==> src/rtl/screen_draw_arbiter_pkg.sv <==
// Shared definitions for the screen draw arbiter: screen ids, default
// geometry, FSM state encoding and the picture-select normaliser.
package screen_draw_arbiter_pkg;

  localparam int SCREEN_W_DEF = 160;
  localparam int SCREEN_H_DEF = 120;

  localparam logic [1:0] SCR_TITLE = 2'd0;
  localparam logic [1:0] SCR_WIN   = 2'd1;
  localparam logic [1:0] SCR_LOSE  = 2'd2;

  typedef enum logic [1:0] {
    ST_IDLE      = 2'd0,
    ST_PIC_RUN   = 2'd1,
    ST_PIC_FLUSH = 2'd2,
    ST_OBJ_GRANT = 2'd3
  } arb_state_e;

  // Unknown screen id 3 falls back to the title picture.
  function automatic logic [1:0] norm_select(input logic [1:0] sel);
    case (sel)
      SCR_WIN:  return SCR_WIN;
      SCR_LOSE: return SCR_LOSE;
      default:  return SCR_TITLE;
    endcase
  endfunction

endpackage

==> src/rtl/screen_draw_arbiter_if.sv <==
// Bus between the arbiter and its neighbours: game FSM picture control,
// picture ROM, object drawer and the VGA plot port.
interface screen_draw_arbiter_if #(
  parameter int ADDR_W   = 15,
  parameter int COORD_W  = 10,
  parameter int COLOUR_W = 2
);
  logic                pic_start;
  logic [1:0]          pic_select;
  logic                pic_busy;
  logic                pic_done;
  logic [ADDR_W-1:0]   rom_address;
  logic [1:0]          rom_select;
  logic [COLOUR_W-1:0] rom_colour;
  logic                obj_req;
  logic                obj_gnt;
  logic                obj_release;
  logic [COORD_W-1:0]  obj_x;
  logic [COORD_W-1:0]  obj_y;
  logic [COLOUR_W-1:0] obj_colour;
  logic                obj_plot;
  logic [COORD_W-1:0]  vga_x;
  logic [COORD_W-1:0]  vga_y;
  logic [COLOUR_W-1:0] vga_colour;
  logic                vga_plot;

  // Arbiter side.
  modport slave (
    input  pic_start, pic_select, rom_colour,
    input  obj_req, obj_release, obj_x, obj_y, obj_colour, obj_plot,
    output pic_busy, pic_done, rom_address, rom_select, obj_gnt,
    output vga_x, vga_y, vga_colour, vga_plot
  );

  // Environment side (game FSM, ROM, object drawer, VGA adapter).
  modport master (
    output pic_start, pic_select, rom_colour,
    output obj_req, obj_release, obj_x, obj_y, obj_colour, obj_plot,
    input  pic_busy, pic_done, rom_address, rom_select, obj_gnt,
    input  vga_x, vga_y, vga_colour, vga_plot
  );
endinterface

==> src/rtl/screen_draw_arbiter_pic_scan_counter.sv <==
// Raster scan counter for picture blits: linear ROM address plus x/y kept
// in step without a divide. Stops at the last pixel instead of wrapping.
module screen_draw_arbiter_pic_scan_counter #(
  parameter int SCREEN_W = 160,
  parameter int SCREEN_H = 120,
  parameter int ADDR_W   = 15,
  parameter int COORD_W  = 10
) (
  input  logic               clk,
  input  logic               resetn,
  input  logic               clear_i,
  input  logic               step_i,
  output logic [ADDR_W-1:0]  addr_o,
  output logic [COORD_W-1:0] x_o,
  output logic [COORD_W-1:0] y_o,
  output logic               last_o
);
  localparam logic [ADDR_W-1:0]  LAST_ADDR = ADDR_W'(SCREEN_W * SCREEN_H - 1);
  localparam logic [COORD_W-1:0] X_MAX     = COORD_W'(SCREEN_W - 1);

  logic [ADDR_W-1:0]  addr_q;
  logic [COORD_W-1:0] x_q, y_q;

  assign last_o = (addr_q == LAST_ADDR);
  assign addr_o = addr_q;
  assign x_o    = x_q;
  assign y_o    = y_q;

  // Advance one pixel per step; x wraps at the row end and bumps y.
  always_ff @(posedge clk or negedge resetn) begin
    if (!resetn) begin
      addr_q <= '0;
      x_q    <= '0;
      y_q    <= '0;
    end else if (clear_i) begin
      addr_q <= '0;
      x_q    <= '0;
      y_q    <= '0;
    end else if (step_i && !last_o) begin
      addr_q <= addr_q + ADDR_W'(1);
      if (x_q == X_MAX) begin
        x_q <= '0;
        y_q <= y_q + COORD_W'(1);
      end else begin
        x_q <= x_q + COORD_W'(1);
      end
    end
  end
endmodule

==> src/rtl/screen_draw_arbiter.sv <==
// Owns the VGA plot port and shares it between the full-screen picture
// blitter and the game-object drawer. Picture scans are sequenced here and
// the plot is delayed to line up with the ROM read latency.
module screen_draw_arbiter
  import screen_draw_arbiter_pkg::*;
#(
  parameter int SCREEN_W    = SCREEN_W_DEF,
  parameter int SCREEN_H    = SCREEN_H_DEF,
  parameter int ADDR_W      = 15,
  parameter int COORD_W     = 10,
  parameter int COLOUR_W    = 2,
  parameter int ROM_LATENCY = 1
) (
  input logic                 clk,
  input logic                 resetn,
  screen_draw_arbiter_if.slave bus
);
  localparam int TAP = ROM_LATENCY - 1;

  arb_state_e         state_q;
  logic               pend_q;
  logic [1:0]         pend_sel_q, sel_q;
  logic               gnt_q, done_q;

  logic [ADDR_W-1:0]  cnt_addr;
  logic [COORD_W-1:0] cnt_x, cnt_y;
  logic               cnt_last;
  logic               start_now, issue_vld;

  logic [ROM_LATENCY-1:0]              vld_pipe_q, last_pipe_q;
  logic [ROM_LATENCY-1:0][COORD_W-1:0] x_pipe_q, y_pipe_q;

  logic [COORD_W-1:0]  vga_x_q, vga_y_q;
  logic [COLOUR_W-1:0] vga_colour_q;
  logic                vga_plot_q;

  assign start_now = (state_q == ST_IDLE) && (bus.pic_start || pend_q);
  assign issue_vld = (state_q == ST_PIC_RUN);

  screen_draw_arbiter_pic_scan_counter #(
    .SCREEN_W(SCREEN_W), .SCREEN_H(SCREEN_H), .ADDR_W(ADDR_W), .COORD_W(COORD_W)
  ) u_scan (
    .clk    (clk),
    .resetn (resetn),
    .clear_i(start_now),
    .step_i (issue_vld),
    .addr_o (cnt_addr),
    .x_o    (cnt_x),
    .y_o    (cnt_y),
    .last_o (cnt_last)
  );

  // Arbiter FSM: picture starts (fresh or pending) beat object requests;
  // an object burst runs to completion and defers any picture start.
  always_ff @(posedge clk or negedge resetn) begin
    if (!resetn) begin
      state_q    <= ST_IDLE;
      pend_q     <= 1'b0;
      pend_sel_q <= SCR_TITLE;
      sel_q      <= SCR_TITLE;
      gnt_q      <= 1'b0;
    end else begin
      case (state_q)
        ST_IDLE: begin
          if (bus.pic_start || pend_q) begin
            state_q <= ST_PIC_RUN;
            sel_q   <= bus.pic_start ? norm_select(bus.pic_select) : pend_sel_q;
            pend_q  <= 1'b0;
          end else if (bus.obj_req) begin
            state_q <= ST_OBJ_GRANT;
          end
        end
        ST_PIC_RUN:   if (cnt_last) state_q <= ST_PIC_FLUSH;
        ST_PIC_FLUSH: if (last_pipe_q[TAP]) state_q <= ST_IDLE;
        ST_OBJ_GRANT: begin
          if (bus.obj_release || !bus.obj_req) begin
            state_q <= ST_IDLE;
            gnt_q   <= 1'b0;
          end else begin
            gnt_q   <= 1'b1;
          end
        end
        default: state_q <= ST_IDLE;
      endcase
      // One-deep pending slot; a later start only refreshes the select.
      if (bus.pic_start && state_q != ST_IDLE) begin
        pend_q     <= 1'b1;
        pend_sel_q <= norm_select(bus.pic_select);
      end
    end
  end

  // Carry pixel coordinate and valid/last alongside the ROM read.
  always_ff @(posedge clk or negedge resetn) begin
    if (!resetn) begin
      vld_pipe_q  <= '0;
      last_pipe_q <= '0;
      x_pipe_q    <= '0;
      y_pipe_q    <= '0;
    end else begin
      vld_pipe_q[0]  <= issue_vld;
      last_pipe_q[0] <= issue_vld && cnt_last;
      x_pipe_q[0]    <= cnt_x;
      y_pipe_q[0]    <= cnt_y;
      for (int i = 1; i < ROM_LATENCY; i++) begin
        vld_pipe_q[i]  <= vld_pipe_q[i-1];
        last_pipe_q[i] <= last_pipe_q[i-1];
        x_pipe_q[i]    <= x_pipe_q[i-1];
        y_pipe_q[i]    <= y_pipe_q[i-1];
      end
    end
  end

  // Plot port register: picture pixel when its ROM data lands, otherwise
  // the granted object drawer, otherwise no write.
  always_ff @(posedge clk or negedge resetn) begin
    if (!resetn) begin
      vga_x_q      <= '0;
      vga_y_q      <= '0;
      vga_colour_q <= '0;
      vga_plot_q   <= 1'b0;
      done_q       <= 1'b0;
    end else begin
      done_q <= last_pipe_q[TAP];
      if (vld_pipe_q[TAP]) begin
        vga_x_q      <= x_pipe_q[TAP];
        vga_y_q      <= y_pipe_q[TAP];
        vga_colour_q <= bus.rom_colour;
        vga_plot_q   <= 1'b1;
      end else if (gnt_q) begin
        vga_x_q      <= bus.obj_x;
        vga_y_q      <= bus.obj_y;
        vga_colour_q <= bus.obj_colour;
        vga_plot_q   <= bus.obj_plot;
      end else begin
        vga_plot_q   <= 1'b0;
      end
    end
  end

  assign bus.pic_busy    = pend_q || (state_q == ST_PIC_RUN) || (state_q == ST_PIC_FLUSH);
  assign bus.pic_done    = done_q;
  assign bus.rom_address = cnt_addr;
  assign bus.rom_select  = sel_q;
  assign bus.obj_gnt     = gnt_q;
  assign bus.vga_x       = vga_x_q;
  assign bus.vga_y       = vga_y_q;
  assign bus.vga_colour  = vga_colour_q;
  assign bus.vga_plot    = vga_plot_q;
endmodule
==> src/flat_wrapper.sv <==
// flat-port wrapper written by rule: the top's interface ports become plain ports
module screen_draw_arbiter_flat import screen_draw_arbiter_pkg::*;
#(
  parameter int SCREEN_W    = SCREEN_W_DEF,
  parameter int SCREEN_H    = SCREEN_H_DEF,
  parameter int ADDR_W      = 15,
  parameter int COORD_W     = 10,
  parameter int COLOUR_W    = 2,
  parameter int ROM_LATENCY = 1
)
  (clk, resetn, bus_pic_start, bus_pic_select, bus_rom_colour, bus_obj_req, bus_obj_release, bus_obj_x, bus_obj_y, bus_obj_colour, bus_obj_plot, bus_pic_busy, bus_pic_done, bus_rom_address, bus_rom_select, bus_obj_gnt, bus_vga_x, bus_vga_y, bus_vga_colour, bus_vga_plot);
  screen_draw_arbiter_if #(.ADDR_W(ADDR_W), .COORD_W(COORD_W), .COLOUR_W(COLOUR_W)) bus_i ();
  input logic clk;
  input logic resetn;
  input wire logic [$bits(bus_i.pic_start)-1:0] bus_pic_start;
  input wire logic [$bits(bus_i.pic_select)-1:0] bus_pic_select;
  input wire logic [$bits(bus_i.rom_colour)-1:0] bus_rom_colour;
  input wire logic [$bits(bus_i.obj_req)-1:0] bus_obj_req;
  input wire logic [$bits(bus_i.obj_release)-1:0] bus_obj_release;
  input wire logic [$bits(bus_i.obj_x)-1:0] bus_obj_x;
  input wire logic [$bits(bus_i.obj_y)-1:0] bus_obj_y;
  input wire logic [$bits(bus_i.obj_colour)-1:0] bus_obj_colour;
  input wire logic [$bits(bus_i.obj_plot)-1:0] bus_obj_plot;
  output wire logic [$bits(bus_i.pic_busy)-1:0] bus_pic_busy;
  output wire logic [$bits(bus_i.pic_done)-1:0] bus_pic_done;
  output wire logic [$bits(bus_i.rom_address)-1:0] bus_rom_address;
  output wire logic [$bits(bus_i.rom_select)-1:0] bus_rom_select;
  output wire logic [$bits(bus_i.obj_gnt)-1:0] bus_obj_gnt;
  output wire logic [$bits(bus_i.vga_x)-1:0] bus_vga_x;
  output wire logic [$bits(bus_i.vga_y)-1:0] bus_vga_y;
  output wire logic [$bits(bus_i.vga_colour)-1:0] bus_vga_colour;
  output wire logic [$bits(bus_i.vga_plot)-1:0] bus_vga_plot;
  assign bus_i.pic_start = bus_pic_start;
  assign bus_i.pic_select = bus_pic_select;
  assign bus_i.rom_colour = bus_rom_colour;
  assign bus_i.obj_req = bus_obj_req;
  assign bus_i.obj_release = bus_obj_release;
  assign bus_i.obj_x = bus_obj_x;
  assign bus_i.obj_y = bus_obj_y;
  assign bus_i.obj_colour = bus_obj_colour;
  assign bus_i.obj_plot = bus_obj_plot;
  assign bus_pic_busy = bus_i.pic_busy;
  assign bus_pic_done = bus_i.pic_done;
  assign bus_rom_address = bus_i.rom_address;
  assign bus_rom_select = bus_i.rom_select;
  assign bus_obj_gnt = bus_i.obj_gnt;
  assign bus_vga_x = bus_i.vga_x;
  assign bus_vga_y = bus_i.vga_y;
  assign bus_vga_colour = bus_i.vga_colour;
  assign bus_vga_plot = bus_i.vga_plot;
  screen_draw_arbiter #(.SCREEN_W(SCREEN_W), .SCREEN_H(SCREEN_H), .ADDR_W(ADDR_W), .COORD_W(COORD_W), .COLOUR_W(COLOUR_W), .ROM_LATENCY(ROM_LATENCY)) u_core (.clk(clk), .resetn(resetn), .bus(bus_i));
endmodule
==> config.mk <==
export PLATFORM = sky130hd
export DESIGN_NAME = screen_draw_arbiter_flat
export DESIGN_NICKNAME = d
export VERILOG_FILES = /design/src/rtl/screen_draw_arbiter_pkg.sv /design/src/rtl/screen_draw_arbiter_if.sv /design/src/rtl/screen_draw_arbiter_pic_scan_counter.sv /design/src/rtl/screen_draw_arbiter.sv /design/src/flat_wrapper.sv
export SDC_FILE = /design/constraint.sdc
export NUM_CORES = 1
export LEC_CHECK = 0
export BUFFER_PORTS_ARGS = -buffer_cell sky130_fd_sc_hd__buf_4
export CAP_MARGIN = 20
export CORE_UTILIZATION = 59
export CTS_CLUSTER_SIZE = 16
export DETAILED_ROUTE_END_ITERATION = 10
export HOLD_SLACK_MARGIN = 0.06
export PLACE_DENSITY = 0.84
export SYNTH_ARGS = -nofsm -noshare
export SYNTH_HDL_FRONTEND = slang
export SYNTH_SLANG_ARGS = --single-unit
export TNS_END_PERCENT = 100
==> constraint.sdc <==
create_clock -name clk -period 4.7 [get_ports clk]
set_input_delay 0.235 -clock clk [delete_from_list [all_inputs] [get_ports clk]]
set_output_delay 0.235 -clock clk [all_outputs]
set_load 0.02 [all_outputs]
# Yosys cells after proc, flatten, opt, wreduce, memory -nomap -nowiden
# Index checks and enable logic that the tools add are counted.
dict set report totals {
  regBits 89
  latch_bits 0
  ramBits 0
  rom_bits 0
  wordCells 80
  n_memories 0
}
dict set report classes {
  n_addsub 3
  n_mul 0
  n_div 0
  n_lt_le_gt_ge 0
  eq_ne 11
  shifts 0
  mux 28
  bitwise_logic 0
  reduce_logical 21
}
# cell count
set ops {}
lappend ops {{10-bit two-way mux} 10}
lappend ops {{15-bit two-way mux} 2}
lappend ops {{10-bit by 1-bit adder with 10-bit output (second input constant)} 2}
lappend ops {{2-bit two-way mux} 8}
lappend ops {{15-bit by 1-bit adder with 15-bit output (second input constant)} 1}
lappend ops {{15-bit == test (second input constant)} 1}
lappend ops {{2-bit nonzero test} 6}
lappend ops {{10-bit by 8-bit == test with 1-bit output (second input constant)} 1}
lappend ops {{2-bit one-hot mux with 4 select lines} 1}
lappend ops {{2-bit == test (second input constant)} 3}
lappend ops {{1-bit two-way mux} 6}
lappend ops {{2-bit by 1-bit != test with 1-bit output (second input constant)} 3}
lappend ops {{2-bit AND reduction} 3}
lappend ops {{2-bit by 1-bit == test with 1-bit output (second input constant)} 2}
lappend ops {{1-bit logical AND} 4}
lappend ops {{1-bit logical OR} 4}
lappend ops {{2-bit one-hot mux with 2 select lines} 1}
lappend ops {{4-bit AND reduction} 1}
lappend ops {{3-bit != test (second input constant)} 1}
lappend ops {{1-bit zero test} 2}
lappend ops {{2-bit zero test} 1}

# Longest topological paths before layout
dict set report depth {
  word_depth 5
  mapped_depth 8
  mapped_depth_nobuf 6
}

# By module
# A second synthesis with hierarchy kept.
dict set report hier_totals {
  hier_cells 364
  area_unflattened_um2 3972.6
}
# module instances cells_per_inst area_each_um2 seq_area_each_um2
set by_module_without_submodules {}
lappend by_module_without_submodules {screen_draw_arbiter 1 163 2030.7 1351.3}
lappend by_module_without_submodules {screen_draw_arbiter_pic_scan_counter 1 201 1941.9 875.8}

# Worst setup path before layout
# OpenSTA, ideal clock, no wires.
dict set report synth_timing {
  path_kind {register to register}
  startpoint {register u_core.u_scan.addr_q[10], in the netlist u_core.u_scan.addr_o[10]}
  endpoint {register u_core.u_scan.x_q[3], in the netlist u_core.u_scan.x_o[3]}
  setup_ns 0.126
  t_arrival_ns 2.186
  slack_ns 2.388
  stages_incl_launch_ff 7
  period_less_slack_ns 2.312
  path_cell_list {dfrtp_1 or4b_1 or4_1 buf_6 o21ai_4 nor2_2 a221o_1}
}
dict set report synth_via {
  elab_chain_len 4
}
# element line
set synth_rtl {}
lappend synth_rtl {{from (decl)} screen_draw_arbiter_pic_scan_counter.sv:21} ;# logic [ADDR_W-1:0] addr_q;
lappend synth_rtl {{from (signal assigned)} screen_draw_arbiter_pic_scan_counter.sv:40} ;# addr_q <= addr_q + ADDR_W'(1);
lappend synth_rtl {{15-bit == test} screen_draw_arbiter_pic_scan_counter.sv:24} ;# assign last_o = (addr_q == LAST_ADDR);
lappend synth_rtl {{1-bit zero test} screen_draw_arbiter_pic_scan_counter.sv:39} ;# end else if (step_i && !last_o) begin
lappend synth_rtl {{1-bit logical AND} screen_draw_arbiter_pic_scan_counter.sv:39}
lappend synth_rtl {{2-bit nonzero test (no source line)} --}
lappend synth_rtl {{to (signal assigned)} screen_draw_arbiter_pic_scan_counter.sv:45} ;# x_q <= x_q + COORD_W'(1);
lappend synth_rtl {{to (decl)} screen_draw_arbiter_pic_scan_counter.sv:22} ;# logic [COORD_W-1:0] x_q, y_q;
# No other way between the ends.
# A chain may end at the register's enable or synchronous reset.

# Worst setup path after layout
# Ends and elaborated chain as after synthesis.

==> load_flow_metrics.sql <==
INSERT INTO impl_metrics (metric_group, metric, value, unit) VALUES
('run_status', 'status', 'completed', ''),
('timing', 'finalSetupTns', '0', 'ns'),
('synth', 'synth_warnings', '0', ''),
('synth', 'syn_area_per_cell', '10.62', 'µm²'),
('finish', 'post_route_cells_drive_above_1_share', '23.36', '%'),
('placed_design', 'place.port_buffers', '74', ''),
('floorplan', 'start_util', '60.87', '%'),
('timing', 'timing.final.hold_violations', '0', ''),
('run', 'timing.max_cap.violations', '0', ''),
('power_and_ir_drop', 'design_power_total', '2.813', 'mW'),
('power_and_ir_drop', 'p_seq_share', '43.8', '%'),
('power_and_ir_drop', 'vdd_drop_max', '0.4535', 'mV'),
('routing', 'drt-pass1-iter-count', '4', ''),
('grt', 'grt_antenna_before_repair', '0', ''),
('grt', 'total_gr_overflow', '0', ''),
('worst_setup_path', 'crit_path_start_kind', 'flop', ''),
('synth', 'ys_top_cells_by_area', 'sky130_fd_sc_hd__dfrtp_1, sky130_fd_sc_hd__mux2i_1, sky130_fd_sc_hd__nand2_1', ''),
('floorplan', 'top_level_ports', '75', ''),
('grt', 'grt.met1_usage', '31.48', '%'),
('timing', 'report.final.slew_viol_count', '0', ''),
('clock_tree', 'clkTransAtPathRegs', '0.09', 'ns'),
('synth', 'postSynthRegisterBits', '89', ''),
('routing', 'route.antenna.remaining_nets', '0', ''),
('timing', 'layout_min_cycle_time', '2.450', 'ns'),
('grt', 'top_usage_layer', 'met2', ''),
('worst_setup_path', 'setup.worst_path.end_class', 'flop', ''),
('synth', 'synthesis.nets', '399', ''),
('synth', 'ys.flop_type', 'sky130_fd_sc_hd__dfrtp_1', ''),
('clock_tree', 'max-clock-path-buffers', '2', ''),
('power_and_ir_drop', 'static_leakage_power', '2.186', 'nW'),
('synth', 'synth_top_area_share', '57.62', '%'),
('clock_tree', 'post_cts_setup_buffers', '0', ''),
('synth', 'ys_types', '47', ''),
('finish', 'flow.area_growth_from_synthesis', '22.14', '%'),
('power_and_ir_drop', 'power.net_switching', '1.095', 'mW'),
('timing', 'tightest_pin_transition', '0.8913', 'ns'),
('synth', 'post-synth-top-area-cell', 'sky130_fd_sc_hd__dfrtp_1', ''),
('power_and_ir_drop', 'sw_frac_of_total', '38.93', '%'),
('routing', 'remaining_drc_errors', '0', ''),
('min_path', 'worst_hold_path_type', 'input port to flop', ''),
('finish', 'register_area', '2227', 'µm²'),
('clock_tree', 'numClockSinks', '89', ''),
('grt', 'grt_util_met2', '39.87', '%'),
('clock_tree', 'ctsHtreeMaxLevel', '3', ''),
('placed_design', 'routabilityCongestion', '0.8610', ''),
('grt', 'wire_length_of_the_first_global_routing_pass', '13250', 'µm'),
('finish', 'num-fill-cells', '426', ''),
('timing', 'slew_headroom', '40.18', '%'),
('finish', 'finalNetCount', '472', ''),
('routing', 'drt-initial-drc-count', '210', ''),
('floorplan', 'core.rowCount', '29', ''),
('grt', 'maximum_number_of_pins_on_one_net_before_global_route_repair', '90', ''),
('routing', 'via_per_inst', '5.734', ''),
('synth', 'postSynth.asyncResetShare', '100.0', '%'),
('synth', 'synth-edff-count', '0', ''),
('synth', 'syn_area', '3865', 'µm²'),
('worst_setup_path', 'worst-setup-path-type', 'flop to flop', ''),
('power_and_ir_drop', 'combinationalPowerShare', '37.8', '%'),
('grt', 'via_count_of_the_first_global_routing_pass', '2806', ''),
('timing', 'finalClockSkew', '0.008689', 'ns'),
('floorplan', 'core_region_area', '6350', 'µm²'),
('synth', 'seq_area_frac_synth', '57.62', '%'),
('timing', 'maxClockFrequency', '408.2', 'MHz'),
('floorplan', 'chipWidth', '82.94', 'µm'),
('routing', 'finalWirelength', '8029', 'µm'),
('power_and_ir_drop', 'internal_power', '1.718', 'mW'),
('synth', 'number_of_cells_produced_by_synthesis', '364', ''),
('placed_design', 'detailed_place_hpwl', '5364', 'µm'),
('floorplan', 'dieArea', '6878', 'µm²'),
('floorplan', 'die_h', '82.94', 'µm'),
('worst_setup_path', 'worstPathArrival', '2.69', 'ns');
## through the flow
stage | cell area [µm²] | hold WS (ns) | utilization [%] | setup WS, ns | cells
finish | 4721 | 0.08001 | 74.34 | 2.250 | 518
detailed placement | 4464 | 0.3962 | 70.31 | 2.262 | 500
CTS | 4656 | 0.07280 | 73.32 | 2.248 | 515
floorplan | 3865 | -0.06059 | - | 2.388 | 364
global route | 4721 | 0.06933 | 74.34 | 2.173 | 518
global placement | 4464 | 0.3890 | 70.31 | 2.340 | 500
## synthesized netlist by cell type, drive strengths merged, types with 3 or more instances
cell type  count
mux2i         25
inv            7
a22o           4
nand2b         6
o21ai         36
ha             3
or3            5
nand3b         3
nand3         13
xnor2          5
xor2           3
nand2         46
o31ai          6
a21oi         18
nor2b          4
o211ai         3
and4           3
and3          11
buf            4
nor2          20
dfrtp         89
nor3           5
o21a           6
nand4          3
clkbuf        13
a31oi          6
## worst max-delay path: stages (launching register included)
cell,delay [ns]
sky130_fd_sc_hd__dfrtp_1,0.44
sky130_fd_sc_hd__or4b_1,0.52
sky130_fd_sc_hd__or4_1,0.65
sky130_fd_sc_hd__o21ai_4,0.31
sky130_fd_sc_hd__nor2_2,0.11
sky130_fd_sc_hd__a221o_1,0.30
## layout make-up
cell class | count | area share (%)
clock buffers | 9 | 2.624
clock inverters | 6 | 1.431
inverters | 7 | 0.5566
multi-input cells | 251 | 32.71
flip-flops and latches | 89 | 47.18
well taps | 77 | 2.041
repair buffers | 79 | 13.46
## timing repair
action | in CTS | in global routing
resized for setup | 0 | 0
endpoints found under the hold margin | 0 | 33
hold buffers | 0 | 1
## cells in the final DEF, fill, tap and decap left out, types with 2 or more instances in the layout
| cell | count |
|---|---|
| sky130_fd_sc_hd__clkinvlp_4 | 2 |
| sky130_fd_sc_hd__nand2b_1 | 6 |
| sky130_fd_sc_hd__a22o_2 | 2 |
| sky130_fd_sc_hd__a22o_1 | 2 |
| sky130_fd_sc_hd__mux2i_1 | 25 |
| sky130_fd_sc_hd__a31oi_1 | 6 |
| sky130_fd_sc_hd__nand3_1 | 13 |
| sky130_fd_sc_hd__o31ai_1 | 6 |
| sky130_fd_sc_hd__o21a_1 | 6 |
| sky130_fd_sc_hd__nor2_1 | 18 |
| sky130_fd_sc_hd__o211ai_1 | 3 |
| sky130_fd_sc_hd__a21o_1 | 2 |
| sky130_fd_sc_hd__ha_1 | 3 |
| sky130_fd_sc_hd__dfrtp_1 | 89 |
| sky130_fd_sc_hd__xor2_1 | 3 |
| sky130_fd_sc_hd__buf_4 | 76 |
| sky130_fd_sc_hd__buf_16 | 2 |
| sky130_fd_sc_hd__nand2_1 | 46 |
| sky130_fd_sc_hd__nand4_1 | 3 |
| sky130_fd_sc_hd__nand3b_1 | 3 |
| sky130_fd_sc_hd__and4_1 | 3 |
| sky130_fd_sc_hd__nor2b_1 | 4 |
| sky130_fd_sc_hd__inv_6 | 2 |
| sky130_fd_sc_hd__clkbuf_8 | 9 |
| sky130_fd_sc_hd__nor2_2 | 2 |
| sky130_fd_sc_hd__nor3_1 | 4 |
| sky130_fd_sc_hd__o21ai_0 | 34 |
| sky130_fd_sc_hd__and2_1 | 2 |
| sky130_fd_sc_hd__and3_1 | 10 |
| sky130_fd_sc_hd__a21oi_1 | 18 |
| sky130_fd_sc_hd__xnor2_1 | 5 |
| sky130_fd_sc_hd__a41oi_1 | 2 |
| sky130_fd_sc_hd__inv_1 | 7 |
| sky130_fd_sc_hd__or3_1 | 5 |
## kinds of logic after synthesis
family / after synthesis / synth area share [%]
AND/OR/NAND/NOR: 128 / 16.64
flip-flops: 89 / 57.62
AO/OA/AOI/OAI: 86 / 13.63
buffers and inverters: 24 / 2.558
adder cells (fa/ha/maj): 3 / 0.9713
multiplexers: 26 / 6.766
XOR/XNOR: 8 / 1.813
## layer usage
layer	share of wire, %	up-vias
met5	0	-
met4	1.2	0
li1	-	1443
met1	43	1407
met2	49	112
met3	6.3	8
## power by group through the flow
stage | logic (mW) | clock network (mW) | registers, mW
after floorplan | 0.568 | 0 | 1.31
after global placement | 0.961 | 0 | 1.25
after detailed placement | 1.00 | 0 | 1.27
after CTS | 1.01 | 0.523 | 1.26
after global routing | 1.16 | 0.561 | 1.27
final | 1.06 | 0.518 | 1.23
## flip-flops by register name, indices dropped and copies added, names as in the netlist, 2 cells and up
| register | flops |
|---|---|
| u_core.u_scan.addr_o | 15 |
| u_core.bus.vga_x | 10 |
| u_core.bus.vga_y | 10 |
| u_core.u_scan.x_o | 10 |
| u_core.u_scan.y_o | 10 |
| u_core.x_pipe_q | 10 |
| u_core.y_pipe_q | 10 |
| u_core.bus.rom_select | 2 |
| u_core.bus.vga_colour | 2 |
| u_core.pend_sel_q | 2 |
| u_core.state_q | 2 |
## worst paths after layout
kind	cells after the start	slack (ns)	from	end
worst max-delay path	5	2.25	u_core.u_scan.addr_o[10]$_DFFE_PN0P_	u_core.u_scan.x_o[3]$_DFFE_PN0P_
worst min-delay path	3	0.08	bus_rom_colour[1]	u_core.bus.vga_colour[1]$_DFFE_PN0P_
worst max register to register	5	2.25	u_core.u_scan.addr_o[10]$_DFFE_PN0P_	u_core.u_scan.x_o[3]$_DFFE_PN0P_
worst min register to register	0	0.42	u_core.last_pipe_q$_DFF_PN0_	u_core.bus.pic_done$_DFF_PN0_
max in group asynchronous	3	3.72	resetn	u_core.u_scan.y_o[4]$_DFFE_PN0P_
min in group asynchronous	2	0.36	resetn	u_core.bus.vga_x[5]$_DFFE_PN0P_
Note: power is estimated with default switching activity, not from simulation.
